<file path="config.mk">
export PLATFORM = sky130hd
export DESIGN_NAME = fetch_unit_flat
export DESIGN_NICKNAME = d
export VERILOG_FILES = /design/src/rtl/fetch_pkg.sv /design/src/rtl/fetch_unit_if.sv /design/src/rtl/next_pc_logic.sv /design/src/rtl/fetch_unit.sv /design/src/flat_wrapper.sv
export SDC_FILE = /design/constraint.sdc
export NUM_CORES = 1
export LEC_CHECK = 0
export CAP_MARGIN = 20
export CELL_PAD_IN_SITES_DETAIL_PLACEMENT = 1
export CELL_PAD_IN_SITES_GLOBAL_PLACEMENT = 1
export CORE_MARGIN = 3
export CORE_UTILIZATION = 33
export CTS_CLUSTER_DIAMETER = 120
export DETAILED_ROUTE_END_ITERATION = 6
export PLACE_DENSITY_LB_ADDON = 0.1
export SETUP_SLACK_MARGIN = 0.5
export SYNTH_ARGS = -nofsm -noshare
export SYNTH_HDL_FRONTEND = slang
export SYNTH_HIERARCHICAL = 1
export SYNTH_SLANG_ARGS = --single-unit
</file>
<file path="constraint.sdc">
create_clock -name clk -period 3.8 [get_ports clk]
set_input_delay 0.38 -clock clk [delete_from_list [all_inputs] [get_ports clk]]
set_output_delay 0.38 -clock clk [all_outputs]
set_load 0.02 [all_outputs]
</file>
<file path="src/rtl/fetch_pkg.sv">
// fetch_pkg: shared definitions for the instruction fetch stage.
//   - fetch_state_e : fetch FSM states (S_FAULT exists only when
//                     FETCH_ALIGN_CHECK_EN is defined)
//   - RESET_PC_DEFAULT, NOP
//   - bit positions of the opcode, immediate and jump-target fields
// Optional feature macro: FETCH_ALIGN_CHECK_EN
package fetch_pkg;

  localparam logic [31:0] RESET_PC_DEFAULT = 32'h0000_0000;
  localparam logic [31:0] NOP              = 32'h0000_0000;

  localparam int OPCODE_MSB = 31;
  localparam int OPCODE_LSB = 26;
  localparam int IMM_MSB    = 15;
  localparam int IMM_LSB    = 0;
  localparam int TARGET_MSB = 25;
  localparam int TARGET_LSB = 0;

`ifdef FETCH_ALIGN_CHECK_EN
  typedef enum logic [1:0] {
    S_FETCH = 2'd0,
    S_HOLD  = 2'd1,
    S_FAULT = 2'd2
  } fetch_state_e;
`else
  typedef enum logic [1:0] {
    S_FETCH = 2'd0,
    S_HOLD  = 2'd1
  } fetch_state_e;
`endif

endpackage

</file>
<file path="src/rtl/fetch_unit_if.sv">
// fetch_unit_if: instruction memory port of the fetch stage.
//   imem_req   : fetch request (driven by the fetch unit)
//   imem_addr  : fetch address
//   imem_rdata : instruction word returned by memory
//   imem_ready : memory accepts the request and returns imem_rdata this cycle
// Handshake: a fetch completes in exactly the cycle where imem_req=1 and
// imem_ready=1 (rising clock edge at the end of that cycle). imem_addr is held
// stable while imem_req=1 and imem_ready=0. imem_ready carries no meaning
// while imem_req=0.
interface fetch_unit_if;
  logic        imem_req;
  logic [31:0] imem_addr;
  logic [31:0] imem_rdata;
  logic        imem_ready;

  modport master (
    output imem_req,
    output imem_addr,
    input  imem_rdata,
    input  imem_ready
  );

  modport slave (
    input  imem_req,
    input  imem_addr,
    output imem_rdata,
    output imem_ready
  );
endinterface

</file>
<file path="src/rtl/next_pc_logic.sv">
// next_pc_logic: combinational next-PC selection for the fetch stage.
//   instr_pc  : address of the held instruction
//   instr     : low 26 bits of the held instruction (imm / jump target fields)
//   beq, bne, j, jal, jr, zero : branch/jump controls and ALU zero flag
//   jr_target : register value used by jr
//   next_pc   : selected next PC (priority jr > j/jal > taken branch > +4)
//   pc_plus4  : instr_pc + 4 (also the jal link value)
// Optional feature macro: FETCH_ALIGN_CHECK_EN (when undefined, jr_target[1:0]
// is forced to zero here so the PC can never become misaligned).
module next_pc_logic
  import fetch_pkg::*;
(
  input  logic [31:0]         instr_pc,
  input  logic [TARGET_MSB:0] instr,
  input  logic                beq,
  input  logic                bne,
  input  logic                j,
  input  logic                jal,
  input  logic                jr,
  input  logic                zero,
  input  logic [31:0]         jr_target,
  output logic [31:0]         next_pc,
  output logic [31:0]         pc_plus4
);

  logic [31:0] jr_tgt_eff;
  logic [31:0] jump_tgt;
  logic [31:0] branch_tgt;
  logic [31:0] imm_sext;
  logic        branch_taken;

  always_comb begin
    pc_plus4 = instr_pc + 32'd4;

`ifdef FETCH_ALIGN_CHECK_EN
    // Raw target is kept so the fetch unit can detect misalignment.
    jr_tgt_eff = jr_target;
`else
    jr_tgt_eff = jr_target & 32'hFFFF_FFFC;
`endif

    imm_sext     = {{16{instr[IMM_MSB]}}, instr[IMM_MSB:IMM_LSB]};
    branch_tgt   = pc_plus4 + (imm_sext << 2);
    // Region bits come from pc_plus4, not instr_pc (matters at a 256MB edge).
    jump_tgt     = {pc_plus4[31:28], instr[TARGET_MSB:TARGET_LSB], 2'b00};
    branch_taken = (beq & zero) | (bne & ~zero);

    if (jr) begin
      next_pc = jr_tgt_eff;
    end else if (j | jal) begin
      next_pc = jump_tgt;
    end else if (branch_taken) begin
      next_pc = branch_tgt;
    end else begin
      next_pc = pc_plus4;
    end
  end

endmodule

</file>
<file path="src/rtl/fetch_unit.sv">
// fetch_unit: instruction fetch stage, one instruction in flight at a time.
//   clk, reset   : clock, synchronous active-high reset
//   imem         : instruction memory port (fetch_unit_if.master)
//   instr        : held instruction;  opcode : instr[31:26]
//   instr_pc     : address of held instruction;  pc_plus4 : instr_pc + 4
//   instr_valid  : held instruction awaiting execution
//   instr_ack    : datapath completed the held instruction
//   stall        : suppresses instr_ack this cycle
//   beq, bne, j, jal, jr, zero, jr_target : next-PC controls
//   fault        : sticky misaligned-target fault
//   dbg_state    : current FSM state
// Optional feature macro: FETCH_ALIGN_CHECK_EN (misaligned next PC traps into
// S_FAULT until reset; when undefined fault is tied low).
module fetch_unit
  import fetch_pkg::*;
#(
  parameter logic [31:0] RESET_PC = RESET_PC_DEFAULT
) (
  input  logic                clk,
  input  logic                reset,
  fetch_unit_if.master        imem,
  output logic [31:0]         instr,
  output logic [5:0]          opcode,
  output logic [31:0]         instr_pc,
  output logic [31:0]         pc_plus4,
  output logic                instr_valid,
  input  logic                instr_ack,
  input  logic                stall,
  input  logic                beq,
  input  logic                bne,
  input  logic                j,
  input  logic                jal,
  input  logic                jr,
  input  logic                zero,
  input  logic [31:0]         jr_target,
  output logic                fault,
  output fetch_state_e        dbg_state
);

  fetch_state_e state_q, state_d;
  logic [31:0]  pc_q, pc_d;
  logic [31:0]  instr_q, instr_d;
  logic [31:0]  instr_pc_q, instr_pc_d;
  logic [31:0]  next_pc;

  next_pc_logic u_next_pc (
    .instr_pc  (instr_pc_q),
    .instr     (instr_q[TARGET_MSB:0]),
    .beq       (beq),
    .bne       (bne),
    .j         (j),
    .jal       (jal),
    .jr        (jr),
    .zero      (zero),
    .jr_target (jr_target),
    .next_pc   (next_pc),
    .pc_plus4  (pc_plus4)
  );

  always_ff @(posedge clk) begin
    if (reset) begin
      state_q    <= S_FETCH;
      pc_q       <= RESET_PC;
      instr_q    <= NOP;
      instr_pc_q <= RESET_PC;
    end else begin
      state_q    <= state_d;
      pc_q       <= pc_d;
      instr_q    <= instr_d;
      instr_pc_q <= instr_pc_d;
    end
  end

  always_comb begin
    state_d       = state_q;
    pc_d          = pc_q;
    instr_d       = instr_q;
    instr_pc_d    = instr_pc_q;
    imem.imem_req = 1'b0;
    instr_valid   = 1'b0;

    case (state_q)
      S_FETCH: begin
        // Request is masked during reset so memory never sees a stale fetch.
        imem.imem_req = ~reset;
        if (imem.imem_ready) begin
          instr_d    = imem.imem_rdata;
          instr_pc_d = pc_q;
          state_d    = S_HOLD;
        end
      end
      S_HOLD: begin
        instr_valid = 1'b1;
        if (instr_ack && !stall) begin
`ifdef FETCH_ALIGN_CHECK_EN
          if (next_pc[1:0] != 2'b00) begin
            state_d = S_FAULT;
          end else begin
            pc_d    = next_pc;
            state_d = S_FETCH;
          end
`else
          pc_d    = next_pc;
          state_d = S_FETCH;
`endif
        end
      end
`ifdef FETCH_ALIGN_CHECK_EN
      S_FAULT: begin
        state_d = S_FAULT;
      end
`endif
      default: begin
        state_d = S_FETCH;
      end
    endcase
  end

  assign imem.imem_addr = pc_q;
  assign instr          = instr_q;
  assign opcode         = instr_q[OPCODE_MSB:OPCODE_LSB];
  assign instr_pc       = instr_pc_q;
  assign dbg_state      = state_q;

`ifdef FETCH_ALIGN_CHECK_EN
  assign fault = (state_q == S_FAULT);
`else
  assign fault = 1'b0;
`endif

endmodule

</file>
<file path="src/flat_wrapper.sv">
// flat-port wrapper written by rule: the top's interface ports become plain ports
module fetch_unit_flat import fetch_pkg::*;
#(
  parameter logic [31:0] RESET_PC = RESET_PC_DEFAULT
)
  (clk, reset, instr, opcode, instr_pc, pc_plus4, instr_valid, instr_ack, stall, beq, bne, j, jal, jr, zero, jr_target, fault, dbg_state, imem_imem_req, imem_imem_addr, imem_imem_rdata, imem_imem_ready);
  fetch_unit_if imem_i ();
  input  logic clk;
  input  logic reset;
  output logic [31:0] instr;
  output logic [5:0] opcode;
  output logic [31:0] instr_pc;
  output logic [31:0] pc_plus4;
  output logic instr_valid;
  input  logic instr_ack;
  input  logic stall;
  input  logic beq;
  input  logic bne;
  input  logic j;
  input  logic jal;
  input  logic jr;
  input  logic zero;
  input  logic [31:0] jr_target;
  output logic fault;
  output fetch_state_e dbg_state;
  output wire logic [$bits(imem_i.imem_req)-1:0] imem_imem_req;
  output wire logic [$bits(imem_i.imem_addr)-1:0] imem_imem_addr;
  input wire logic [$bits(imem_i.imem_rdata)-1:0] imem_imem_rdata;
  input wire logic [$bits(imem_i.imem_ready)-1:0] imem_imem_ready;
  assign imem_imem_req = imem_i.imem_req;
  assign imem_imem_addr = imem_i.imem_addr;
  assign imem_i.imem_rdata = imem_imem_rdata;
  assign imem_i.imem_ready = imem_imem_ready;
  fetch_unit #(.RESET_PC(RESET_PC)) u_core (.clk(clk), .reset(reset), .imem(imem_i), .instr(instr), .opcode(opcode), .instr_pc(instr_pc), .pc_plus4(pc_plus4), .instr_valid(instr_valid), .instr_ack(instr_ack), .stall(stall), .beq(beq), .bne(bne), .j(j), .jal(jal), .jr(jr), .zero(zero), .jr_target(jr_target), .fault(fault), .dbg_state(dbg_state));
endmodule
</file>
# [Word-level counts from Yosys, hierarchy flattened]
# Cells that the tools add are included.
[word_totals] ff_bits=98 inputBits=75 out_inout_bits=139 elab_cells=29
[classes] add_sub_neg=2 n_eq_ne=3 n_mux=8 bitwise_logic=6 n_reduce_logical=6
[ops] cell="$mux W32" count=3
[ops] cell="$add A32 B3 Y32 const B" count=1
[ops] cell="$add A32 B32 Y32" count=1
[ops] cell="$reduce_and A2 Y1" count=3
[ops] cell="$mux W2" count=2
[ops] cell="$pmux W2 S2" count=1
[ops] cell="$and A1 B1 Y1" count=2
[ops] cell="$eq A2 B1 Y1 const B" count=1
[ops] cell="$logic_not A2 Y1" count=1
[ops] cell="$mux W1" count=2
[ops] cell="$ne A2 B1 Y1 const B" count=1
[ops] cell="$ne A2 B2 Y1 const B" count=1
[ops] cell="$not A1 Y1" count=2
[ops] cell="$or A1 B1 Y1" count=2
[ops] cell="$logic_and A1 B1 Y1" count=1
[ops] cell="$logic_not A1 Y1" count=1

# [Logic depth before layout (Yosys ltp)]
# Gate-level depths: netlist of the first run.
[depth] ltp_word=6 mapped_depth=18 mapped_depth_nobuf=18

# [Cells and area by module]
# Netlist of the first run, hierarchy kept.
[by_module_without_submodules] mod="fetch_unit" n_inst=1 cells_per_inst=434 area_per_inst_um2=3472.1 seq_area_each_um2=1941.9
[by_module_without_submodules] mod="next_pc_logic" n_inst=1 cells_per_inst=463 area_per_inst_um2=3057.9 seq_area_each_um2=0.0

# [Worst setup path before layout of the first run]
# Ideal clock, no wire load.
[synth_path] path_type="reg2reg" start="register u_core.instr_pc_q[4], in the netlist u_core/instr_pc[4]" end="register u_core.pc_q[30], in the netlist u_core/imem.imem_addr[30]" setup_ns=0.070 t_arrival_ns=3.891 required_time_ns=3.730 setup_slack_ns=-0.161 path_stages_with_launch=16 path_buffers=0 period_less_slack_ns=3.961 path_cell_list="dfxtp_1 and3_1 nand3_1 nor3_1 xor2_1 ha_1 a222oi_1 nand2_1 a211o_2 a31oi_4 nor4b_2 o31ai_2 mux2_4 a221oi_2 nand2_1 a21oi_1"
[synth_between] elab_chain_cells=5
[synth_rtl] item="start: declaration" line_no="fetch_unit.sv:43" rtl="logic [31:0] instr_pc_q, instr_pc_d;"
[synth_rtl] item="start signal: assignment" line_no="fetch_unit.sv:70" rtl="instr_pc_q <= instr_pc_d;"
[synth_rtl] item="$add A32 B3 Y32" line_no="next_pc_logic.sv:33" rtl="pc_plus4 = instr_pc + 32'd4;"
[synth_rtl] item="via pc_plus4[13]" line_no="flat_wrapper.sv:13" rtl="output logic [31:0] pc_plus4;"
[synth_rtl] item="$add A32 B32 Y32" line_no="next_pc_logic.sv:43" rtl="branch_tgt = pc_plus4 + (imm_sext << 2);"
[synth_rtl] item="$mux W32" line_no="next_pc_logic.sv:52" rtl="end else if (branch_taken) begin"
[synth_rtl] item="$mux W32" line_no="next_pc_logic.sv:50" rtl="end else if (j | jal) begin"
[synth_rtl] item="$mux W32" line_no="next_pc_logic.sv:48" rtl="if (jr) begin"
[synth_rtl] item="via u_core.next_pc[30]" line_no="fetch_unit.sv:44" rtl="logic [31:0] next_pc;"
[synth_rtl] item="end signal: assignment" line_no="fetch_unit.sv:68" rtl="pc_q <= pc_d;"
[synth_rtl] item="end: declaration" line_no="fetch_unit.sv:41" rtl="logic [31:0] pc_q, pc_d;"
# The timed path passes the listed nets, and every way through them passes these cells.
# A chain may end at the register's enable or synchronous reset.

# [Worst setup path in the final report of the first run]
[layout_path] start="register u_core.instr_pc_q[2], in the netlist u_core/instr_pc[2]" end="register u_core.pc_q[31], in the netlist u_core/imem.imem_addr[31]"
[layout_between] elab_chain_cells=5
[layout_rtl] item="$add A32 B3 Y32 (*)" line_no="next_pc_logic.sv:33"
[layout_rtl] item="$add A32 B32 Y32" line_no="next_pc_logic.sv:43"
[layout_rtl] item="$mux W32" line_no="next_pc_logic.sv:52"
[layout_rtl] item="$mux W32 (*)" line_no="next_pc_logic.sv:50"
[layout_rtl] item="$mux W32 (*)" line_no="next_pc_logic.sv:48"
[layout_rtl] item="via u_core.next_pc[31]" line_no="fetch_unit.sv:44"
# The timed path passes the listed nets; every way through them passes the cells marked *.

==> flow_summary_export.csv, run 1 <==
group,metric,value,unit
outcome,outcome,"completed",
synthesis,synth_edf_count,0,
clock_network,tritoncts,"built",
synthesis,synth.distinct_cells,68,
timing,fmax,0.263,GHz
timing,fin_skew,0.0115,ns
clock_network,h-tree-depth,3,
drt,drt-total-wl,29.7,mm
clock_network,cts.sinks,97,
clock_network,root_buffer,"clkbuf_16",
worst_hold_path,hold_end,"u_core/instr_pc[2]",
setup_path,end_kind,"flop",
power,p_int,1.77,mW
setup_path,r2r_slack,0.003,ns
place,port_buffers,209,
synthesis,yosys_warnings,6,
clock_network,clockBufferDepth,2,
setup_path,crit_chain,"and3_4, nand3_4, buf_4, nor2_4, and4_4, xor2_4, ha_4, nand2_1, o21ai_2, a22o_1, o21a_1, buf_4, a211oi_2, or3_1, and4_1, o31ai_2, nand2_1, a21oi_1",
finish,final_nets,1263,
drt,via_per_inst,5.37,
finish,num-fill-cells,2271,
worst_hold_path,hp-class,"reg2reg",
setup_path,slowest_delay,0.40,ns
timing,post-route-min-period,3.80,ns
finish,ff_latch_area,0.00199,mm2
global_routing,antenna_found_initial,0,
die,rows,50,
global_routing,grt_pass1_wl,45.5,mm
global_routing,grt_usage,26.7,%
setup_path,rr_worst_depth,18,
clock_network,clk_pin_slew,0.08,ns
worst_hold_path,hp-start,"u_core/imem.imem_addr[2]",
die,floorplan.die_area,0.0215,mm2
power,clkPwrFrac,35.9,%
die,chipWidth,147,um
place,dp.cells,1358,
place,place_congestion,0.876,
power,p_sw,0.821,mW
setup_path,critPathLaunchType,"flop",
finish,final_layout_size_suffix_gt1_share,23.2,%
worst_hold_path,holdPathStages,2,
drt,dr_total_vias,7605,
power,seqPwrFrac,41.6,%
die,die_h,147,um
finish,n_antenna_cell,0,
setup_path,cpLargestDelayFamily,"simple AND/OR/NAND/NOR gates",
power,comb_power_share,22.5,%
global_routing,overflow,0,
timing,hold_violations,0,
synthesis,ys.flop_type,"dfxtp_1",
setup_path,crit_arrival,4.07,ns
clock_network,clk_latency,0.35,ns
setup_path,crit_fanout,6,
power,leakage,3.96,nW
timing,setup_viol,0,
synthesis,syn-mean-instance-area,7.28,um2
die,core_area,0.0191,mm2
power,power.total,2.59,mW
timing,slew_headroom,27.8,%
setup_path,slowest_stage,"or3_1",
drt,dr.first_iter.drc_count,371,
place,dp_hpwl,20.6,mm
drt,drc,0,
setup_path,reg2reg_from,"u_core/instr_pc[2]",
timing,rsz0062_at_grt,"yes",
die,num_io_pins,214,
power,max-vdd-ir-drop,0.231,mV
setup_path,cp.buffers_inverters,2,
drt,ant_nets,0,
clock_network,cts_buffers,9,
timing,final_max_slew_viol_count,0,
die,initial_core_util,34.2,%
synthesis,seq_area_frac_synth,29.7,%
timing,tightest_slew,1.08,ns
synthesis,ys_ff_latch,97,
clock_network,hold_buffers,0,
power,swShare,31.6,%
drt,firstDrtPassIters,5,
global_routing,first_global_vias,7873,
setup_path,criticalPathCategory,"reg2reg",
synthesis,syn_inst,897,
synthesis,synth_area,0.00653,mm2
timing,finalCritPeriodShare,99.9,%
job,max_cap_violations,0,
synthesis,synthArstFlopShare,0,%
setup_path,worstReg2RegEnd,"u_core/imem.imem_addr[31]",
drt,wire_per_inst,21.0,um
finish,syn2layout_area_growth,62.1,%
finish,multi_input_area,0.00507,mm2
global_routing,grt_max_degree,98,
finish,layout.cells.non_filler,1416,
setup_path,worst_ep_required_time,4.07,ns
power,powerDensity,245,mW/mm2
through the flow:
stage	setup TNS (ns)	utilization (%)	hold WS, ns	setup WS (ns)	cell area, um2
finish	0	55.5	0.463	0.00265	10600
global route	-0.340	55.5	0.493	-0.133	10600
CTS	0	54.4	0.468	0.0371	10400
detailed placement	-0.0267	49.2	0.456	-0.0219	9390
global placement	0	49.2	0.450	0.0186	9390
floorplan	0	-	0.501	0.292	6950
cell type report:
cell class | instances | area share, %
multi-input combinational | 724 | 47.9
inverter | 16 | 0.568
sequential | 97 | 18.8
clock buffer | 11 | 2.29
timing repair buffer | 303 | 26.9
tap | 260 | 3.07
clock inverter | 5 | 0.437
cell usage in the layout (no fill, tap or decap), types with 6 or more instances in the layout:
cell type	instances
buf_4	89
nor2_1	33
nand2_1	257
a21oi_2	13
inv_1	16
dfxtp_4	11
a211oi_2	8
nor2_2	9
or3_1	6
ha_4	15
xnor2_1	14
xor2_1	8
and3_1	6
dfxtp_1	80
ha_1	18
dfxtp_2	6
clkbuf_16	9
nand3_1	10
a21oi_1	120
a211oi_1	7
nor3_1	7
o21ai_0	26
nand4_1	6
clkdlybuf4s50_1	204
o211ai_1	8
xnor2_2	13
xor2_4	6
o21ai_2	6
o21ai_1	12
cell families after synthesis:
kind of cell / count (synthesis) / synth area share [%]
buf+inv: 77 / 6.55
compound gates: 257 / 24.7
xor+xnor: 48 / 6.44
flops: 97 / 29.7
simple gates: 374 / 24.2
fa+ha+maj: 37 / 7.20
mux: 6 / 1.03
other cells: 1 / 0.0574
cells in the mapped netlist (all sizes together), types with 4 or more instances:
| cell | n | share of area [%] |
|---|---|---|
| dfxtp | 97 | 30 |
| nand4 | 6 | 0.57 |
| a211oi | 16 | 2.1 |
| xnor2 | 32 | 4.3 |
| buf | 34 | 4.1 |
| o21ai | 44 | 3.5 |
| o211ai | 8 | 0.92 |
| o31ai | 5 | 0.73 |
| a21o | 5 | 0.57 |
| inv | 16 | 0.92 |
| xor2 | 16 | 2.1 |
| nor2 | 46 | 2.8 |
| and4 | 5 | 0.67 |
| a31oi | 8 | 1.0 |
| ha | 36 | 6.9 |
| a21oi | 135 | 11 |
| or3 | 6 | 0.57 |
| nor3 | 11 | 0.92 |
| nand3 | 18 | 1.5 |
| o21bai | 6 | 0.69 |
| and3 | 11 | 1.1 |
| nand2 | 259 | 15 |
| a221oi | 4 | 0.63 |
| clkbuf | 27 | 1.6 |
registers in the layout, indices dropped and copies added (netlist names):
register and flops:
u_core/imem.imem_addr 32, u_core/instr 32, u_core/instr_pc 32, u_core/dbg_state 1
routing by layer:
metal / up-vias / routed length (um) / global-route usage, %
met5: - / 0 / 0
met4: 0 / 455 / 5.64
met3: 30 / 2020 / 6.49
met2: 222 / 14000 / 43.7
met1: 3752 / 13300 / 35.8
li1: 3601 / - / -
worst reg2reg max path, cell delays in order (launching register included):
cell and delay, ns:
dfxtp_4 0.37, and3_4 0.21, nand3_4 0.14, buf_4 0.19
nor2_4 0.18, and4_4 0.29, xor2_4 0.10, ha_4 0.31
nand2_1 0.08, o21ai_2 0.22, a22o_1 0.22, o21a_1 0.19
buf_4 0.13, a211oi_2 0.04, or3_1 0.40, and4_1 0.23
o31ai_2 0.19, nand2_1 0.08, a21oi_1 0.15
how the worst max path moves through the flow:
stage / startpoint / end / slack (ns) / depth (start not counted)
6_report: u_core/instr_pc[2] / u_core/imem.imem_addr[31] / 0.003 / 18
4_1_cts: u_core/instr_pc[2] / u_core/imem.imem_addr[30] / 0.04 / 15
2_1_floorplan: u_core/instr_pc[4] / u_core/imem.imem_addr[30] / 0.29 / 14
3_5_place_dp: u_core/instr_pc[2] / u_core/imem.imem_addr[30] / -0.02 / 15
3_3_place_gp: u_core/instr_pc[2] / u_core/imem.imem_addr[30] / 0.02 / 15
5_1_grt: u_core/instr_pc[2] / u_core/imem.imem_addr[30] / -0.13 / 17
what timing repair did:
action / CTS / global route
endpoints found under the hold margin: 0 / 0
cloned: 0 / 0
setup endpoints to repair: 20 / 29
resized for setup: 69 / 40
buffers inserted: 36 / 6
pin swaps: 56 / 27
power groups by stage:
stage          Combinational, mW  Clock, mW  Sequential [mW]
2_1_floorplan              0.260          0             1.13
3_3_place_gp               0.532          0             1.10
3_5_place_dp               0.538          0             1.10
4_1_cts                    0.568      0.954             1.08
5_1_grt                    0.625      0.995             1.08
6_report                   0.583      0.932             1.08
Note: power is estimated with default switching activity, not from simulation.
==> run 2: changes to the inputs <==
--- a/config.mk
+++ b/config.mk
@@ -8,7 +8,7 @@
 export CAP_MARGIN = 20
 export CELL_PAD_IN_SITES_DETAIL_PLACEMENT = 1
 export CELL_PAD_IN_SITES_GLOBAL_PLACEMENT = 1
-export CORE_MARGIN = 3
+export CORE_MARGIN = 2
 export CORE_UTILIZATION = 33
 export CTS_CLUSTER_DIAMETER = 120
 export DETAILED_ROUTE_END_ITERATION = 6
==> run 2 against run 1 <==
Net effect: fmax up 2.1%; clock-buffer cell count down 2; sequential share of layout area shrank 0.61 points; non-clock buffer count increased by 18; clock power about the same; register-to-register slack better by 0.08 ns; flip-flop and latch count unchanged; combinational power up 3.6%; hold slack lost 0.0024 ns; total power is 0.77% higher; wire length increased by 1.2%; critical path type unchanged.
==> flow_summary_export.csv, run 2 (synthesis gave the netlist of run 1 again) <==
group,metric,value,unit
setup_path,r2r_slack,0.08,ns
setup_path,rr_worst_depth,18,
setup_path,crit_end,"u_core/imem.imem_addr[29]",
clock_network,clockBufferDepth,2,
timing,fmax,0.269,GHz
power,seqPwrFrac,41.3,%
timing,slew_headroom,26.7,%
die,num_io_pins,214,
finish,layout_commonest_cell,"nand2_1",
setup_path,criticalPathCategory,"reg2reg",
worst_hold_path,hp-class,"reg2reg",
setup_path,critPathLaunchType,"flop",
die,chipWidth,145,um
setup_path,crit_arrival,4.00,ns
timing,fin_skew,0.00873,ns
job,max_cap_violations,0,
global_routing,grt_usage,27.4,%
die,die_h,145,um
setup_path,end_kind,"flop",
clock_network,cts_buffers,9,
timing,setup_viol,0,
global_routing,first_global_vias,7454,
clock_network,hold_buffers,0,
die,initial_core_util,33.6,%
clock_network,cts.sinks,97,
global_routing,grt_pass1_wl,43.5,mm
place,dp_hpwl,20.5,mm
power,swShare,32.5,%
die,core_area,0.0195,mm2
finish,n_antenna_cell,0,
outcome,outcome,"completed",
timing,finalCritPeriodShare,97.8,%
drt,ant_nets,0,
timing,tightest_slew,1.10,ns
drt,drc,0,
finish,syn2layout_area_growth,67.4,%
finish,final_nets,1281,
setup_path,reg2reg_from,"u_core/instr_pc[9]",
power,power.total,2.61,mW
timing,rsz0062_at_grt,"yes",
finish,final_layout_size_suffix_gt1_share,25.6,%
power,p_sw,0.850,mW
timing,final_max_slew_viol_count,0,
setup_path,worst_ep_required_time,4.08,ns
drt,wire_per_inst,20.9,um
drt,via_per_inst,5.32,
setup_path,cp-startpoint,"u_core/instr_pc[9]",
power,p_int,1.76,mW
global_routing,antenna_found_initial,0,
place,place_congestion,0.879,
timing,hold_violations,0,
finish,final_cell_mix,"nand2_1, clkdlybuf4s50_1, a21oi_1, buf_4, dfxtp_1",
timing,post-route-min-period,3.72,ns
global_routing,overflow,0,
clock_network,h-tree-depth,3,
die,floorplan.die_area,0.0209,mm2
power,max-vdd-ir-drop,0.230,mV
power,comb_power_share,23.1,%
drt,drt-total-wl,30.0,mm
clock_network,root_buffer,"clkbuf_16",
power,leakage,4.04,nW
place,port_buffers,209,
timing,setup_ws,0.0820,ns
setup_path,crit_fanout,4,
power,clkPwrFrac,35.6,%
drt,firstDrtPassIters,7,
clock_network,tritoncts,"built",
clock_network,clk_pin_slew,0.08,ns
clock_network,clk_latency,0.35,ns
drt,dr_total_vias,7656,
setup_path,worstReg2RegEnd,"u_core/imem.imem_addr[29]",
die,rows,51,
place,dp_slack,-0.000198,ns
power,powerDensity,239,mW/mm2
global_routing,grt_max_degree,98,
drt,dr.first_iter.drc_count,378,
[run 2: layout make-up]
class / count / area [um2]
clock buffers: 9 / 225
clock inverters: 7 / 63.8
fillers: 2316 / 8530
inverters: 16 / 60.1
multi-input cells: 724 / 5240
flip-flops and latches: 97 / 1990
well taps: 265 / 332
repair buffers: 321 / 3020
[run 2: routing by layer]
metal	GRT usage, %	share of wire, %	wire (um)
met2	42.3	46	13900
met3	4.97	6.1	1830
met1	39.3	46	13800
met5	0	0	0
met4	7.31	1.9	559
[run 2: repair_timing]
| item | CTS | global route |
|---|---|---|
| setup endpoints to repair | 18 | 26 |
| endpoints found under the hold margin | 0 | 0 |
| buffers inserted | 35 | 20 |
| pin swaps | 53 | 44 |
| resized for setup | 78 | 64 |
[run 2: critical path, stage by stage (launching register included)]
cell and delay [ns]:
dfxtp_4 0.34, and4_4 0.23, nand4_1 0.23, nor2_4 0.23, and4_4 0.28, xor2_4 0.24, ha_4 0.24, nand2_1 0.07
o21ai_1 0.08, buf_4 0.15, a22o_1 0.19, o21a_1 0.20, a211oi_2 0.24, o21ai_1 0.14, xnor2_1 0.17, a221oi_2 0.26
buf_4 0.16, nand2_2 0.05, a21oi_2 0.15
[run 2: worst min-delay path by stage]
stage / to / startpoint / slack, ns / cells after the start
4_1_cts: u_core/instr_pc[16] / u_core/imem.imem_addr[16] / 0.47 / 2
2_1_floorplan: u_core/instr_pc[12] / u_core/instr_pc[12] / 0.50 / 2
3_3_place_gp: u_core/instr_pc[7] / u_core/imem.imem_addr[7] / 0.45 / 2
5_1_grt: u_core/instr[27] / u_core/instr[27] / 0.49 / 2
3_5_place_dp: u_core/instr_pc[16] / u_core/imem.imem_addr[16] / 0.46 / 2
6_report: u_core/instr_pc[16] / u_core/imem.imem_addr[16] / 0.46 / 2
[run 2: power by group through the flow]
stage / registers (mW) / clock network, mW / logic [mW]
after global routing: 1.08 / 0.997 / 0.644
after global placement: 1.10 / 0 / 0.541
final: 1.08 / 0.932 / 0.604
after floorplan: 1.13 / 0 / 0.260
after CTS: 1.08 / 0.957 / 0.571
after detailed placement: 1.10 / 0 / 0.547
[run 2: stage by stage]
| step | hold slack, ns | utilization [%] | instances | cell area [um2] | setup TNS (ns) |
|---|---|---|---|---|---|
| detailed placement | 0.458 | 48.6 | 1368 | 9460 | -0.000198 |
| global route | 0.494 | 56.2 | 1439 | 10900 | -0.183 |
| CTS | 0.469 | 53.7 | 1419 | 10400 | 0 |
| finish | 0.460 | 56.2 | 1439 | 10900 | 0 |
| floorplan | 0.501 | - | 898 | 6950 | 0 |
| global placement | 0.449 | 48.6 | 1368 | 9460 | 0 |
